**src/rtl/dcache_ctrl.sv**
```systemverilog
// Direct-mapped, write-through, no-write-allocate data cache controller for the MEM stage.
// Optional hit/miss counters are enabled with `define DCACHE_STATS_EN.
module dcache_ctrl #(
  parameter int INDEX_BITS = 4,
  parameter int ADDR_W     = 32
) (
  input  logic              clk,
  input  logic              rst_n,
  input  logic              mem_read,
  input  logic              mem_write,
  input  logic [ADDR_W-1:0] addr,
  input  logic [31:0]       wdata,
  input  logic [3:0]        wstrb,
  output logic [31:0]       rdata,
  output logic              dcache_stall,
  output logic              mm_req_valid,
  input  logic              mm_req_ready,
  output logic              mm_req_we,
  output logic [ADDR_W-1:0] mm_req_addr,
  output logic [31:0]       mm_req_wdata,
  output logic [3:0]        mm_req_wstrb,
  input  logic              mm_resp_valid,
  input  logic [31:0]       mm_resp_rdata
`ifdef DCACHE_STATS_EN
  ,
  output logic [31:0]       hit_cnt,
  output logic [31:0]       miss_cnt
`endif
);

  localparam int LINES = 1 << INDEX_BITS;
  localparam int TAG_W = ADDR_W - INDEX_BITS - 2;

  typedef enum logic [1:0] {IDLE, REQ, WAIT, DONE} state_t;

  state_t            state;
  logic [LINES-1:0]  valid_q;
  logic [TAG_W-1:0]  tag_arr  [LINES];
  logic [31:0]       data_arr [LINES];
  logic              op_we;
  logic [31:0]       fill_q;
  logic [31:0]       rdata_q;

  logic [INDEX_BITS-1:0] idx;
  logic [TAG_W-1:0]      tag_in;
  logic                  hit;
  logic                  rd_hit;
  logic                  need_mem;
  logic                  accept;

  assign idx      = addr[INDEX_BITS+1:2];
  assign tag_in   = addr[ADDR_W-1:INDEX_BITS+2];
  assign hit      = valid_q[idx] && (tag_arr[idx] == tag_in);
  // A simultaneous read and write is handled as a write.
  assign rd_hit   = (state == IDLE) && mem_read && !mem_write && hit;
  assign need_mem = (state == IDLE) && (mem_write || (mem_read && !hit));
  assign accept   = mm_req_valid && mm_req_ready;

  // Stall must rise in the same cycle as a miss so the pipeline never advances past it.
  assign dcache_stall = need_mem || (state == REQ) || (state == WAIT);

  always_comb begin
    rdata = rdata_q;
    if (rd_hit)
      rdata = data_arr[idx];
    else if ((state == DONE) && !op_we)
      rdata = fill_q;
  end

  always_ff @(posedge clk or negedge rst_n) begin
    if (!rst_n) begin
      state        <= IDLE;
      valid_q      <= '0;
      op_we        <= 1'b0;
      fill_q       <= '0;
      rdata_q      <= '0;
      mm_req_valid <= 1'b0;
      mm_req_we    <= 1'b0;
      mm_req_addr  <= '0;
      mm_req_wdata <= '0;
      mm_req_wstrb <= '0;
    end else begin
      rdata_q <= rdata;
      case (state)
        IDLE: begin
          if (need_mem) begin
            op_we        <= mem_write;
            mm_req_valid <= 1'b1;
            mm_req_we    <= mem_write;
            mm_req_addr  <= addr & ~ADDR_W'(3);
            mm_req_wdata <= wdata;
            mm_req_wstrb <= mem_write ? wstrb : 4'hF;
            state        <= REQ;
          end
        end
        REQ: begin
          if (accept) begin
            mm_req_valid <= 1'b0;
            state        <= op_we ? DONE : WAIT;
          end
        end
        WAIT: begin
          if (mm_resp_valid) begin
            valid_q[idx] <= 1'b1;
            fill_q       <= mm_resp_rdata;
            state        <= DONE;
          end
        end
        DONE:    state <= IDLE;
        default: state <= IDLE;
      endcase
    end
  end

  // Tag/data storage carries no reset; only the valid bits qualify it.
  always_ff @(posedge clk) begin
    if ((state == WAIT) && mm_resp_valid) begin
      tag_arr[idx]  <= tag_in;
      data_arr[idx] <= mm_resp_rdata;
    end else if ((state == REQ) && accept && op_we && hit) begin
      for (int b = 0; b < 4; b++)
        if (wstrb[b]) data_arr[idx][8*b +: 8] <= wdata[8*b +: 8];
    end
  end

`ifdef DCACHE_STATS_EN
  always_ff @(posedge clk or negedge rst_n) begin
    if (!rst_n) begin
      hit_cnt  <= '0;
      miss_cnt <= '0;
    end else if ((state == IDLE) && mem_read && !mem_write) begin
      if (hit) hit_cnt  <= hit_cnt + 32'd1;
      else     miss_cnt <= miss_cnt + 32'd1;
    end
  end
`endif

endmodule

```
**config.mk**
```make
export PLATFORM = sky130hd
export DESIGN_NAME = dcache_ctrl
export DESIGN_NICKNAME = d
export VERILOG_FILES = /design/src/rtl/dcache_ctrl.sv
export SDC_FILE = /design/constraint.sdc
export NUM_CORES = 1
export LEC_CHECK = 0
export ABC_AREA = 1
export CAP_MARGIN = 30
export CELL_PAD_IN_SITES_DETAIL_PLACEMENT = 0
export CELL_PAD_IN_SITES_GLOBAL_PLACEMENT = 1
export CORE_ASPECT_RATIO = 0.8
export CORE_MARGIN = 5
export CORE_UTILIZATION = 35
export DETAILED_ROUTE_END_ITERATION = 10
export GPL_ROUTABILITY_DRIVEN = 0
export GPL_TIMING_DRIVEN = 0
export PLACE_DENSITY_LB_ADDON = 0.1
export SYNTH_ARGS = -nofsm -noshare
export SYNTH_HDL_FRONTEND = slang
export SYNTH_SLANG_ARGS = --single-unit
```
**constraint.sdc**
```tcl
create_clock -name clk -period 7.2 [get_ports clk]
set_input_delay 1.8 -clock clk [delete_from_list [all_inputs] [get_ports clk]]
set_output_delay 1.8 -clock clk [all_outputs]
set_load 0.005 [all_outputs]
```
Word level (Yosys, flattened, before mapping)
Memory sizes are Yosys's and may differ from the RTL's.
Index checks and enable logic that the tools add are counted.
{"block": "classes", "eq_ne": 7, "order_cmp": 2, "mux": 37, "bitwise_logic": 5, "reduce_logical": 25}
{"operator": "two-way mux 32 bit", "n": 2}
{"operator": "two-way mux 8 bit", "n": 4}
{"operator": "equality test 26 bit", "n": 1}
{"operator": "two-way mux 1 bit", "n": 23}
{"operator": "bitwise OR 16 bit", "n": 1}
{"operator": "logical AND 1 bit", "n": 13}
{"operator": "one-hot mux 2 bit (4 select lines)", "n": 1}
{"operator": "two-way mux 2 bit", "n": 3}
{"operator": "inequality test 2 bit (second input constant)", "n": 3}
{"operator": "AND reduction 3 bit", "n": 2}
{"operator": "< comparator 4 x 5 -> 1 bit (second input constant)", "n": 1}
{"operator": "binary-select mux 1 bit (select 4 bit)", "n": 1}
{"operator": "demux 1 bit (select 4 bit)", "n": 1}
{"operator": "equality test 2 bit (second input constant)", "n": 2}
{"operator": ">= comparator 4 x 1 -> 1 bit (second input constant)", "n": 1}
{"operator": "two-way mux 4 bit", "n": 1}
{"operator": "bitwise OR 1 bit", "n": 4}
{"operator": "AND reduction 2 bit", "n": 2}
{"operator": "logical NOT 1 bit", "n": 3}
{"operator": "logical OR 1 bit", "n": 3}
{"operator": "equality test 2 x 1 -> 1 bit (second input constant)", "n": 1}
{"operator": "logical NOT 2 bit", "n": 1}
{"operator": "one-hot mux 1 bit (2 select lines)", "n": 1}
{"operator": "nonzero test 2 bit", "n": 1}
{"block": "totals", "in_bits": 106, "word_cells": 87, "regBits": 150, "memories": 2, "output_inout_bits": 103, "ram_bits": 928}
{"name": "data_arr", "depth": 16, "word_bits": 32, "read_ports": 1, "rd_clocked_by_memory_dff": 0, "wr": 1, "line": "39", "source": "logic [31:0] data_arr [LINES];"}
{"name": "tag_arr", "depth": 16, "word_bits": 26, "read_ports": 1, "rd_clocked_by_memory_dff": 0, "wr": 1, "line": "38", "source": "logic [TAG_W-1:0] tag_arr [LINES];"}

Logic depth before layout (Yosys ltp)
{"block": "depth", "ltp_word": 9, "mapped_depth": 24, "mapped_depth_nobuf": 21}

Least setup slack after synthesis
OpenSTA, ideal clock, no wires.
{"block": "synth_timing", "path_kind": "input-to-output", "from": "in addr[3]", "to": "out rdata[10]", "arrival_time_ns": 3.852, "t_required_ns": 5.400, "n_path_buf": 4, "cell_stages": 21, "slack_ns": 1.548, "path_cell_list": "buf_4 -> nand2_1 -> inv_2 -> buf_2 -> nand2_1 -> nand2_1 -> o21ai_0 -> nand2_1 -> nor2_1 -> nor2_1 -> nor2_1 -> nand3_1 -> nor2_1 -> nand2_1 -> nor2_4 -> nand2_1 -> buf_4 -> buf_6 -> nand2_1 -> o21ai_1 -> inv_1"}
{"block": "synth_between", "elab_chain_cells": 5, "word_cells_on_any_way": 8, "cone_classes": "eq/ne (1); mux (3); reduce/logical (2); memory (2)"}
{"element": "start, declared", "line": "11", "source": "input logic [ADDR_W-1:0] addr,"}
{"element": "memory read (16 x 26 bit) or binary-select mux 1 bit (select 4 bit) (tied branches)"}
{"element": "equality test 26 bit or two-way mux 1 bit (tied branches)", "line": "53", "source": "assign hit = valid_q[idx] && (tag_arr[idx] == tag_in);"}
{"element": "logical AND 1 bit", "line": "53"}
{"element": "logical AND 1 bit", "line": "55", "source": "assign rd_hit = (state == IDLE) && mem_read && !mem_write && hit;"}
{"element": "two-way mux 32 bit *", "line": "64", "source": "if (rd_hit)"}
{"element": "end, declared", "line": "14", "source": "output logic [31:0] rdata,"}
Mark *: on every way between the ends. The rest lies on a longest branch, timed or not. The select of a mux whose other input is x is not followed.

Worst setup path after layout
{"block": "layout_timing", "from": "in addr[12]", "to": "out rdata[6]"}
{"block": "layout_between", "elab_chain_cells": 4}
{"element": "equality test 26 bit", "line": "53"}
{"element": "logical AND 1 bit", "line": "53"}
{"element": "logical AND 1 bit", "line": "55"}
{"element": "two-way mux 32 bit", "line": "64"}
Every way passes these cells.

==> impl_metrics.yaml <==
status:
  status: "complete, no violations"
cts:
  tritoncts: "built"
  path_clk_slew_ns: 0.06
  hold_buffers: 0
  cts_max_path_buffers: 3
  htree_levels: 3
  cts_root_buf: "clkbuf_16"
  cts_buffers: 112
  clkSinkCount: 1078
  clock_latency_ns: 0.75
grt:
  grt_remaining_overflow: 0
  grt_pass1_vias: 28286
  grt_pass1_wl_um: 222000
  antenna_found_initial: 9
  globalRouteTotalUtil: 0.239
  grt_start_max_net_pins: 89
synth:
  syn_area_per_cell_um2: 12.3
  syn-cell-area_mm2: 0.0433
  synth_cell_types: 34
  synth_common_cells: "nand2_1, edfxtp_1, a22oi_1, nor2_1, dfrtp_1"
  ys_ff_latch: 1078
  synth_edf_count: 928
  yosysWarnings: 0
  synth_area_leaders: "edfxtp_1, nand2_1, dfrtp_1"
  async_flop_share: 0.139
  yosysMostFrequentCell: "nand2_1"
  synth_cells: 3521
  ys_seq_area_frac: 0.730
  synth_top_area_cell: "edfxtp_1"
  synth.top_cell.area_share: 0.643
  ys.flop_type: "edfxtp_1"
timing:
  maxSlewHeadroom: 0.254
  tightest_slew_ns: 1.11
  hold_ws_ns: 0.463
  setup-violations-final: 0
  slew_violations: 0
  period_share: 0.986
  hold_viol: 0
  fin_skew_ns: 0.0404
  max_freq_mhz: 141
  min_period_ns: 7.10
power_and_ir_drop:
  power_frac_comb: 0.179
  ir_worst_vdd_v: 0.000178
  p_per_area_mw_per_mm2: 308
  power_frac_seq: 0.464
  power_leakage_nw: 20.1
  p_clk_frac: 0.357
  power_w: 0.0162
  swShare: 0.275
  cell_internal_pwr_w: 0.0117
  p_sw_w: 0.00446
floorplanning:
  io-pin-count: 209
  start_util: 0.352
  core_region_area_mm2: 0.123
  die_w_um: 403
  dieHeight_um: 325
  die-area_mm2: 0.131
  rows: 115
setup_path:
  critPathLaunchType: "primary input"
  required_ns: 5.40
  crit_fanout: 19
  critPathKind: "in2out"
  critical_path.endpoint_type: "primary output"
  cp_data_arrival_time_ns: 5.30
route:
  route.met3.wl_um: 15600
  first_pass_iters: 5
  top_layer_used: "met5"
  ant_nets: 0
  wl_met2_um: 63300
  m1WireLength_um: 77800
  dr_total_vias: 29671
  wl_um: 160000
  wire_per_inst_um: 28.3
  drc: 0
  drt_iter0_markers: 3104
  vias_per_cell: 5.26
final_layout:
  drive_gt1_frac: 0.116
  nets: 4027
  diodes: 0
  area_growth_pct: 21.6
  final_cells: 5646
placement:
  dp.cells: 5416
  portBuffers: 203
  hpwlAfterDp_um: 112000
flow_run:
  maxCapViolCount: 0
hold_path:
  hold_path_class: "reg2reg"
==> flip-flops by register name, summed over array words and instances, names as in the netlist <==
name / cells
rdata_q: 32
data_arr: 512
valid_q: 16
mm_req_wdata: 32
state: 2
fill_q: 32
op_we: 1
mm_req_wstrb: 4
tag_arr: 416
mm_req_valid: 1
mm_req_addr: 30
==> metal layers <==
| layer | GRT usage | vias to the layer above |
|---|---|---|
| met4 | 0.0450 | 2 |
| met2 | 0.322 | 1182 |
| met3 | 0.0713 | 187 |
| li1 | - | 13272 |
| met5 | 0 | - |
| met1 | 0.378 | 15028 |
==> final cells by class <==
cell class	instances	area, um2
inverter	96	370
buffer	195	1170
clock buffer	143	3030
clock inverter	62	567
timing repair buffer	282	3110
multi-input combinational	2152	10700
fill	11617	70200
sequential	1078	31600
tap	1638	2050
==> power by group through the flow <==
stage / combinational [W] / clock, W / sequential, W
finish: 0.00290 / 0.00578 / 0.00752
global route: 0.00314 / 0.00615 / 0.00756
CTS: 0.00288 / 0.00588 / 0.00752
detailed placement: 0.00285 / 0 / 0.00764
global placement: 0.00277 / 0 / 0.00765
floorplan: 0.00121 / 0 / 0.00757
==> critical path, cell delays in order <==
cell and delay [ns]:
clkdlybuf4s50_1 1.07, inv_1 0.28, nand2_1 0.17, nand4_1 0.10, nor2_1 0.16, nand3_2 0.16, nor2_4 0.16, buf_12 0.13
nand2_1 0.07, buf_4 0.19, buf_8 0.18, o211ai_1 0.10, nand2_1 0.19, clkdlybuf4s50_1 0.49
==> final timing paths <==
check                                    startpoint                      endpoint  slack [ns]  depth (start not counted)
hold / removal               valid_q[2]$_DFFE_PN0P_        valid_q[2]$_DFFE_PN0P_        0.46                          2
min in group asynchronous                     rst_n  mm_req_wdata[21]$_DFFE_PN0P_        1.05                          1
hold reg to reg              valid_q[2]$_DFFE_PN0P_        valid_q[2]$_DFFE_PN0P_        0.46                          2
setup reg to reg           tag_arr[0][24]$_DFFE_PP_      data_arr[2][7]$_DFFE_PP_        3.06                         17
max in group asynchronous                     rst_n         rdata_q[15]$_DFF_PN0_        5.12                          2
setup / recovery                           addr[12]                      rdata[6]        0.10                         14
==> cell usage in the layout (no fill, tap or decap), types with 35 or more instances in the layout <==
| cell | Yosys | final |
|---|---|---|
| o21ai_0 | 66 | 66 |
| buf_6 | 5 | 35 |
| clkbuf_2 | 0 | 35 |
| clkbuf_1 | 107 | 88 |
| a21oi_1 | 42 | 42 |
| nor2_1 | 159 | 133 |
| nand4_1 | 42 | 42 |
| clkdlybuf4s50_1 | 0 | 182 |
| nand3_1 | 91 | 90 |
| a22oi_1 | 257 | 257 |
| edfxtp_1 | 928 | 928 |
| buf_4 | 14 | 54 |
| inv_1 | 89 | 84 |
| clkbuf_16 | 0 | 115 |
| nand2_1 | 1272 | 1253 |
| dfrtp_1 | 150 | 150 |
| a21boi_0 | 56 | 54 |
==> per-stage QoR <==
step,util,area (um2),TNS [ns],worst slack (ns)
floorplan,-,43300,0,1.55
global placement,0.386,47400,-1519.01,-3.64
detailed placement,0.393,48300,-78.38,-1.52
CTS,0.425,52200,0,0.0107
global route,0.429,52700,-0.0349,-0.0166
finish,0.429,52700,0,0.102
==> logic make-up after synthesis <==
logic type | Yosys count | synth area share
simple gates | 1585 | 0.144
flops | 1078 | 0.730
compound gates | 505 | 0.0819
buf+inv | 292 | 0.0288
mux | 56 | 0.0139
fa+ha+maj | 4 | 0.00116
other cells | 1 | 0.0000866
==> timing repair <==
item                       4_1_cts  5_1_grt
cloned                           0        2
pin swaps                        3        6
resized for setup              139       78
hold endpoints to repair         0        0
setup endpoints to repair       33       33
setup buffers                    4        3
Note: power is estimated with default switching activity, not from simulation.
